==> src/rtl/mem_access_ctrl.sv <==
// mem_access_ctrl
// Multicycle load/store sequencer sitting between the CPU control FSM and the
// data memory. One request is accepted at a time from IDLE. Alignment and range
// are checked on acceptance. A good request spends WAIT_CYCLES+1 cycles in
// ACCESS driving the DM strobes, then one cycle in DONE. A rejected request goes
// straight to DONE with fault raised and never touches the DM.
//
// Ports
//   clk, rstn        clock, synchronous active-low reset
//   req              access request, sampled only in IDLE
//   we               1 = store, 0 = load
//   size             00 word, 01 half, 10 byte, 11 illegal
//   sign_ext         sign-extend half/byte loads
//   addr, wdata      byte address, low-aligned store data
//   busy             high in ACCESS and DONE
//   done, fault      one-cycle completion pulse, rejection flag with done
//   fault_addr       address of the last rejected request
//   rdata            memory data register, written by successful loads only
//   dm_MemR/MemWr    DM read / write strobes
//   dm_MemWrBits     DM store size (00 sw, 01 sh, 10 sb)
//   dm_MemRBits      DM load type (000 lw, 001 lhu, 010 lh, 011 lbu, 100 lb)
//   dm_addr, dm_data latched request address and store data
//   dm_ReadData      combinational DM read result
module mem_access_ctrl #(
  parameter int WAIT_CYCLES = 1,
  parameter int ADDR_LIMIT  = 2048
) (
  input  logic        clk,
  input  logic        rstn,
  input  logic        req,
  input  logic        we,
  input  logic [1:0]  size,
  input  logic        sign_ext,
  input  logic [31:0] addr,
  input  logic [31:0] wdata,
  output logic        busy,
  output logic        done,
  output logic        fault,
  output logic [31:0] fault_addr,
  output logic [31:0] rdata,
  output logic        dm_MemR,
  output logic        dm_MemWr,
  output logic [1:0]  dm_MemWrBits,
  output logic [2:0]  dm_MemRBits,
  output logic [31:0] dm_addr,
  output logic [31:0] dm_data,
  input  logic [31:0] dm_ReadData
);

  localparam logic [1:0]  ST_IDLE   = 2'b00;
  localparam logic [1:0]  ST_ACCESS = 2'b01;
  localparam logic [1:0]  ST_DONE   = 2'b10;
  localparam logic [2:0]  WAIT_INIT = 3'(WAIT_CYCLES);
  localparam logic [31:0] LIMIT     = 32'(ADDR_LIMIT);

  // Reject illegal size, misaligned half/word, and out-of-range addresses.
  function automatic logic req_faults(input logic [1:0] sz, input logic [31:0] a);
    logic f;
    case (sz)
      2'b00:   f = (a[1:0] != 2'b00);
      2'b01:   f = a[0];
      2'b10:   f = 1'b0;
      default: f = 1'b1;
    endcase
    return f | (a >= LIMIT);
  endfunction

  // Load-type encoding expected by the DM read port.
  function automatic logic [2:0] rbits_of(input logic [1:0] sz, input logic sx);
    logic [2:0] b;
    case (sz)
      2'b00:   b = 3'b000;
      2'b01:   b = sx ? 3'b010 : 3'b001;
      2'b10:   b = sx ? 3'b100 : 3'b011;
      default: b = 3'b000;
    endcase
    return b;
  endfunction

  // Store-size encoding expected by the DM write port.
  function automatic logic [1:0] wbits_of(input logic [1:0] sz);
    logic [1:0] b;
    case (sz)
      2'b00:   b = 2'b00;
      2'b01:   b = 2'b01;
      2'b10:   b = 2'b10;
      default: b = 2'b00;
    endcase
    return b;
  endfunction

  logic [1:0]  state_r;
  logic [1:0]  state_nxt_s;
  logic [2:0]  cnt_r;
  logic        we_r;
  logic [1:0]  size_r;
  logic        sext_r;
  logic [31:0] addr_r;
  logic [31:0] wdata_r;
  logic        fault_r;
  logic [31:0] fault_addr_r;
  logic [31:0] rdata_r;
  logic        accept_s;
  logic        req_fault_s;
  logic        in_access_s;
  logic        final_s;

  assign accept_s    = (state_r == ST_IDLE) && req;
  assign req_fault_s = req_faults(size, addr);
  assign in_access_s = (state_r == ST_ACCESS);
  // The counter reading zero marks the last ACCESS cycle.
  assign final_s     = in_access_s && (cnt_r == 3'd0);

  // Next-state selection for the IDLE/ACCESS/DONE sequencer.
  always_comb begin
    state_nxt_s = state_r;
    case (state_r)
      ST_IDLE: begin
        if (req) begin
          state_nxt_s = req_fault_s ? ST_DONE : ST_ACCESS;
        end else begin
          state_nxt_s = ST_IDLE;
        end
      end
      ST_ACCESS: begin
        if (cnt_r == 3'd0) begin
          state_nxt_s = ST_DONE;
        end else begin
          state_nxt_s = ST_ACCESS;
        end
      end
      ST_DONE: state_nxt_s = ST_IDLE;
      default: state_nxt_s = ST_IDLE;
    endcase
  end

  // State, request registers, wait counter, fault record and MDR.
  always_ff @(posedge clk) begin
    if (!rstn) begin
      state_r      <= ST_IDLE;
      cnt_r        <= 3'd0;
      we_r         <= 1'b0;
      size_r       <= 2'b00;
      sext_r       <= 1'b0;
      addr_r       <= 32'h0000_0000;
      wdata_r      <= 32'h0000_0000;
      fault_r      <= 1'b0;
      fault_addr_r <= 32'h0000_0000;
      rdata_r      <= 32'h0000_0000;
    end else begin
      state_r <= state_nxt_s;
      if (accept_s) begin
        we_r    <= we;
        size_r  <= size;
        sext_r  <= sign_ext;
        addr_r  <= addr;
        wdata_r <= wdata;
        fault_r <= req_fault_s;
        cnt_r   <= WAIT_INIT;
        if (req_fault_s) begin
          fault_addr_r <= addr;
        end
      end else if (in_access_s && (cnt_r != 3'd0)) begin
        cnt_r <= cnt_r - 3'd1;
      end
      // DM has already formatted the data for the requested load type.
      if (final_s && !we_r) begin
        rdata_r <= dm_ReadData;
      end
    end
  end

  // Outputs are decodes of registered state only; nothing depends on req.
  always_comb begin
    busy         = (state_r != ST_IDLE);
    done         = (state_r == ST_DONE);
    fault        = (state_r == ST_DONE) && fault_r;
    fault_addr   = fault_addr_r;
    rdata        = rdata_r;
    dm_addr      = addr_r;
    dm_data      = wdata_r;
    dm_MemR      = in_access_s && !we_r;
    // Store strobe only on the last ACCESS cycle so DM writes exactly once.
    dm_MemWr     = final_s && we_r;
    dm_MemWrBits = 2'b00;
    dm_MemRBits  = 3'b000;
    if (in_access_s && we_r) begin
      dm_MemWrBits = wbits_of(size_r);
    end else if (in_access_s) begin
      dm_MemRBits = rbits_of(size_r, sext_r);
    end else begin
      dm_MemWrBits = 2'b00;
      dm_MemRBits  = 3'b000;
    end
  end

endmodule

==> config.mk <==
export PLATFORM = sky130hd
export DESIGN_NAME = mem_access_ctrl
export DESIGN_NICKNAME = d
export VERILOG_FILES = /design/src/rtl/mem_access_ctrl.sv
export SDC_FILE = /design/constraint.sdc
export NUM_CORES = 1
export LEC_CHECK = 0
export ABC_AREA = 1
export CORE_AREA = 2 2 112 114
export CTS_BUF_LIST = sky130_fd_sc_hd__clkbuf_16
export DETAILED_ROUTE_END_ITERATION = 10
export DIE_AREA = 0 0 114 116
export PLACE_DENSITY = 0.84
export SYNTH_ARGS = -nofsm -noshare
export SYNTH_HDL_FRONTEND = slang
export SYNTH_SLANG_ARGS = --single-unit
==> constraint.sdc <==
create_clock -name clk -period 2.7 [get_ports clk]
set_clock_uncertainty 0.1 [all_clocks]
set_input_delay 0.54 -clock clk [delete_from_list [all_inputs] [get_ports clk]]
set_output_delay 0.54 -clock clk [all_outputs]
set_load 0.01 [all_outputs]
# After elaboration in Yosys (flattened, before gate mapping)
# Index checks and enable logic that the tools add are counted.
totals:
  ff_bits: 138
  in_bits: 103
  output_inout_bits: 138
op_classes:
  addsub: 1
  magnitude_cmp: 1
  n_eq_ne: 6
  n_mux: 14
  n_bitwise: 2
  reduce_logical: 18
ops:
  columns: ["operator", "n"]
  rows:
  - ["32-bit by 12-bit greater-or-equal comparator with 1-bit output (second input constant)", 1]
  - ["2-bit two-way mux", 5]
  - ["3-bit two-way mux", 3]
  - ["1-bit logical AND", 8]
  - ["2-bit one-hot mux with 2 select lines", 2]
  - ["2-bit by 1-bit == test with 1-bit output (second input constant)", 3]
  - ["2-bit == test (second input constant)", 3]
  - ["3-bit one-hot mux with 2 select lines", 1]
  - ["2-bit nonzero test", 3]
  - ["2-bit zero test", 2]
  - ["3-bit zero test", 1]
  - ["1-bit one-hot mux with 3 select lines", 1]
  - ["3-bit nonzero test", 1]
  - ["3-bit by 1-bit subtractor with 3-bit output (second input constant)", 1]
  - ["1-bit two-way mux", 2]
  - ["2-bit AND reduction", 1]
  - ["2-bit OR reduction", 1]
  - ["1-bit zero test", 1]
  - ["1-bit NOT", 1]
  - ["1-bit OR", 1]

# Depth between registers and ports, before layout
depth:
  depth_word: 6
  mapped_depth: 10
  ltp_nobuf: 9

# Worst setup path after synthesis
# No wires, ideal clock.
synth_timing:
  kind: "register to output"
  from: "register state_r[0]"
  to: "output port dm_MemRBits[1]"
  arrival_time_ns: 1.082
  t_required_ns: 2.060
  setup_slack_ns: 0.978
  stages_incl_launch_ff: 7
  path_buffers: 0
  cell_sequence: "dfxtp_1 inv_2 nor2_4 inv_2 nor2_8 inv_1 a211oi_1"
synth_via:
  elab_chain_cells: 3
  word_cells_on_any_way: 4
  cone_classes: "eq/ne: 1; mux: 2; reduce/logical: 1"
synth_rtl:
  columns: ["element", "line", "rtl"]
  rows:
  - ["from (decl)", "92", "logic [1:0] state_r;"]
  - ["from (signal assigned)", "151", "state_r <= state_nxt_s;"]
  - ["2-bit by 1-bit == test with 1-bit output *", "110", "assign in_access_s = (state_r == ST_ACCESS);"]
  - ["3-bit two-way mux / 1-bit logical AND (equally long branches)", "189, 187", null]
  - ["3-bit two-way mux *", "187", "if (in_access_s && we_r) begin"]
  - ["to (decl)", "44", "output logic [2:0] dm_MemRBits,"]
# Every way passes the cells marked *; elsewhere a longest branch is shown, timed or not.

# Worst setup path after layout
layout_timing:
  from: "register state_r[0]"
  to: "output port dm_MemWr"
layout_via:
  elab_chain_cells: 3
layout_rtl:
  columns: ["element", "line", "rtl"]
  rows:
  - ["2-bit by 1-bit == test with 1-bit output", "110", null]
  - ["1-bit logical AND", "112", "assign final_s = in_access_s && (cnt_r == 3'd0);"]
  - ["1-bit logical AND", "184", "dm_MemWr = final_s && we_r;"]
  - ["to (decl)", "42", "output logic dm_MemWr,"]
# No other way between the ends.

==> run_summary.xml <==
<?xml version="1.0" encoding="UTF-8"?>
<metrics>
  <group name="die">
    <metric name="ios" unit="">241</metric>
    <metric name="std_cell_rows" unit="">40</metric>
    <metric name="initial_standard_cell_utilization_of_the_core" unit="">0.441</metric>
    <metric name="die_area" unit="mm2">0.0132</metric>
    <metric name="die_w" unit="um">114</metric>
    <metric name="design.core.area" unit="mm2">0.0119</metric>
    <metric name="die_y" unit="um">116</metric>
  </group>
  <group name="clock_network">
    <metric name="tritoncts" unit="">built</metric>
    <metric name="worst_setup_hold_path_clk_slew" unit="ns">0.05</metric>
    <metric name="number_of_clock_sinks_seen_by_cts" unit="">138</metric>
    <metric name="holdBufCountCts" unit="">0</metric>
    <metric name="tritoncts.num_buffers" unit="">17</metric>
    <metric name="cts_buffer_depth" unit="">2</metric>
    <metric name="cts.htree.levels" unit="">4</metric>
    <metric name="cts-root-buf" unit="">sky130_fd_sc_hd__clkbuf_16</metric>
    <metric name="worst_skew_pair.late_latency" unit="ns">0.41</metric>
  </group>
  <group name="power_and_ir_drop">
    <metric name="p_clk_frac" unit="">0.430</metric>
    <metric name="cellInternalPower" unit="uW">4020</metric>
    <metric name="irDropWorstVdd" unit="mV">0.340</metric>
    <metric name="power_leakage" unit="uW">0.00333</metric>
    <metric name="p_seq_frac" unit="">0.421</metric>
    <metric name="pwr-share-comb" unit="">0.148</metric>
    <metric name="swShare" unit="">0.240</metric>
    <metric name="power.density_cell_area" unit="mW/mm2">643</metric>
    <metric name="power_switching" unit="uW">1270</metric>
  </group>
  <group name="logic_synthesis">
    <metric name="synth_area_per_cell" unit="um2">7.55</metric>
    <metric name="ys_warn_count" unit="">0</metric>
    <metric name="yosysSeqAreaShare" unit="">0.526</metric>
    <metric name="synth_seq_cells" unit="">138</metric>
    <metric name="syn_nets" unit="">804</metric>
    <metric name="synth_cell_type_count" unit="">26</metric>
    <metric name="syn_area" unit="mm2">0.00525</metric>
    <metric name="synthesis.instances" unit="">696</metric>
  </group>
  <group name="critical_path">
    <metric name="worst_setup_path_start_kind" unit="">flip-flop</metric>
    <metric name="r2r_start" unit="">cnt_r[0]$_SDFFE_PN0P_</metric>
    <metric name="slowest_stage" unit="">sky130_fd_sc_hd__clkdlybuf4s50_1</metric>
    <metric name="end_kind" unit="">output pin</metric>
    <metric name="path_class" unit="">flip-flop to output pin</metric>
    <metric name="worstSetupStartpoint" unit="">state_r[0]$_SDFF_PN0_</metric>
    <metric name="critPathMaxStageDelay" unit="ns">0.58</metric>
    <metric name="worst-path-max-fanout" unit="">4</metric>
    <metric name="worstPathRequired" unit="ns">2.06</metric>
    <metric name="cp_cell_sequence" unit="">inv_2, nor2_4, nand2_1, nor2_1, clkdlybuf4s50_1</metric>
    <metric name="cp.arrival" unit="ns">1.77</metric>
  </group>
  <group name="placement">
    <metric name="portBuffers" unit="">240</metric>
    <metric name="hpwlAfterDp" unit="mm">10.9</metric>
    <metric name="dp_worst_setup_slack" unit="ns">0.147</metric>
    <metric name="place.gp.congestion" unit="">0.807</metric>
  </group>
  <group name="timing">
    <metric name="worst_slack" unit="ns">0.291</metric>
    <metric name="unrepaired_setup_endpoints_after_global_routing" unit="">false</metric>
    <metric name="report.final.setup_viol" unit="">0</metric>
    <metric name="max_clock_freq" unit="MHz">415</metric>
    <metric name="setup_tns" unit="ns">0</metric>
    <metric name="timing_worst_slew_pin_value" unit="ns">0.802</metric>
    <metric name="hold_viol_final" unit="">0</metric>
    <metric name="slew-limit-headroom" unit="">0.464</metric>
    <metric name="maxSlewViolCount" unit="">0</metric>
    <metric name="period_share" unit="">0.892</metric>
    <metric name="fin_crit" unit="ns">2.41</metric>
  </group>
  <group name="final_layout">
    <metric name="most_common_cell_after_layout_fill_and_taps_aside" unit="">sky130_fd_sc_hd__nor2_1</metric>
    <metric name="num-nets-final" unit="">1027</metric>
    <metric name="post_route_cells_drive_above_1_share" unit="">0.0547</metric>
    <metric name="antenna_cells" unit="">0</metric>
    <metric name="most_used_cells_in_the_layout_excluding_fill_and_tap_cells" unit="">277 x sky130_fd_sc_hd__nor2_1, 236 x sky130_fd_sc_hd__clkdlybuf4s50_1, 138 x sky130_fd_sc_hd__dfxtp_1</metric>
    <metric name="area_growth_syn_to_layout" unit="%">56.7</metric>
  </group>
  <group name="routing">
    <metric name="detail-route-antenna-nets" unit="">0</metric>
    <metric name="drt_initial_violations" unit="">496</metric>
    <metric name="drt-vias-per-instance" unit="">4.96</metric>
    <metric name="tritonroute_pass_1_iters" unit="">6</metric>
    <metric name="post-route-drc-count" unit="">0</metric>
    <metric name="num_vias" unit="">5356</metric>
    <metric name="wl_per_cell" unit="um">14.7</metric>
    <metric name="postRouteWirelength" unit="mm">15.9</metric>
  </group>
  <group name="grt">
    <metric name="grt_pass1_wl" unit="mm">24.7</metric>
    <metric name="total_congestion_overflow" unit="">0</metric>
    <metric name="first_global_vias" unit="">4823</metric>
    <metric name="maximum_number_of_pins_on_one_net_before_global_route_repair" unit="">101</metric>
    <metric name="grt_util_all_layers" unit="">0.238</metric>
    <metric name="grt_antenna_before_repair" unit="">0</metric>
  </group>
  <group name="worst_hold_path">
    <metric name="hp-start" unit="">fault_r$_SDFFE_PN0P_</metric>
    <metric name="timing.hold.worst.class" unit="">flip-flop to flip-flop</metric>
  </group>
  <group name="outcome">
    <metric name="run_status" unit="">completed</metric>
  </group>
  <group name="job">
    <metric name="maxCapViolations" unit="">0</metric>
  </group>
</metrics>
## critical path: cells and delay by family, from the launching register on
family	cells	cell delay, ns
flops	1	0.38
buf+inv	2	0.65
simple gates	3	0.33
## registers in the layout, summed over array words and instances (netlist names)
signal      cells
dm_addr        32
dm_data        32
fault_addr     32
rdata          32
cnt_r           3
size_r          2
state_r         2
fault_r         1
sext_r          1
we_r            1
## synthesized netlist by cell type, drive strengths merged
cell type	count	share of area
a211oi	1	0.0014
a21oi	9	0.0086
and3	1	0.0012
buf	30	0.041
clkbuf	14	0.010
clkinv	1	0.00095
dfxtp	138	0.53
ha	5	0.012
inv	22	0.016
nand2	53	0.041
nand3	1	0.00095
nor2	283	0.21
nor3	34	0.032
o21ai	103	0.098
xor2	1	0.0017
## through the flow
step | utilization | instance area (um2) | std cells | total power [uW] | hold WS (ns)
final | 0.691 | 8230 | 1079 | 5290 | 0.364
after global routing | 0.691 | 8230 | 1079 | 5520 | 0.395
after CTS | 0.690 | 8220 | 1079 | 5340 | 0.363
after detailed placement | 0.641 | 7640 | 1047 | 3050 | 0.354
after global placement | 0.641 | 7640 | 1047 | 3030 | 0.349
after floorplan | - | 5250 | 696 | 2600 | 0.340
## power groups by stage
stage	clock network (uW)	logic (uW)	registers, uW
2_1_floorplan	0	279	2320
3_3_place_gp	0	769	2270
6_report	2280	785	2230
3_5_place_dp	0	780	2270
5_1_grt	2430	849	2240
4_1_cts	2320	788	2230
## layer usage
| layer | global-route usage | up-vias | wire length [um] |
|---|---|---|---|
| met5 | 0 | - | 0 |
| li1 | - | 2653 | - |
| met1 | 0.283 | 2459 | 6630 |
| met2 | 0.393 | 214 | 7500 |
| met4 | 0.0959 | 0 | 335 |
| met3 | 0.0889 | 30 | 1430 |
## worst paths after layout
kind / cells after the start / slack, ns / end
worst max-delay path: 5 / 0.29 / dm_MemWr
worst min-delay path: 2 / 0.36 / fault_r$_SDFFE_PN0P_
worst max register to register: 8 / 0.63 / rdata[22]$_SDFFE_PN0P_
worst min register to register: 2 / 0.36 / fault_r$_SDFFE_PN0P_
## what timing repair did
action	in CTS	in global routing
buffers inserted	0	0
endpoints found under the setup margin	0	3
resized for setup	0	3
## kinds of logic (layout without fill, tap and decap cells)
logic type / Yosys count / in the layout / synth area share
AO/OA/AOI/OAI: 113 / 113 / 0.108
AND/OR/NAND/NOR: 372 / 372 / 0.285
flip-flops: 138 / 138 / 0.526
XOR/XNOR: 1 / 1 / 0.00167
adder cells (fa/ha/maj): 5 / 5 / 0.0119
buffers and inverters: 67 / 303 / 0.0676
## layout make-up
| class | instances | area, um2 |
|---|---|---|
| fillers | 992 | 3680 |
| flip-flops and latches | 138 | 2760 |
| repair buffers | 248 | 2480 |
| multi-input cells | 491 | 2140 |
| clock buffers | 17 | 425 |
| well taps | 147 | 184 |
| clock inverters | 15 | 159 |
| inverters | 23 | 87.6 |
(Power assumes the default switching activity.)
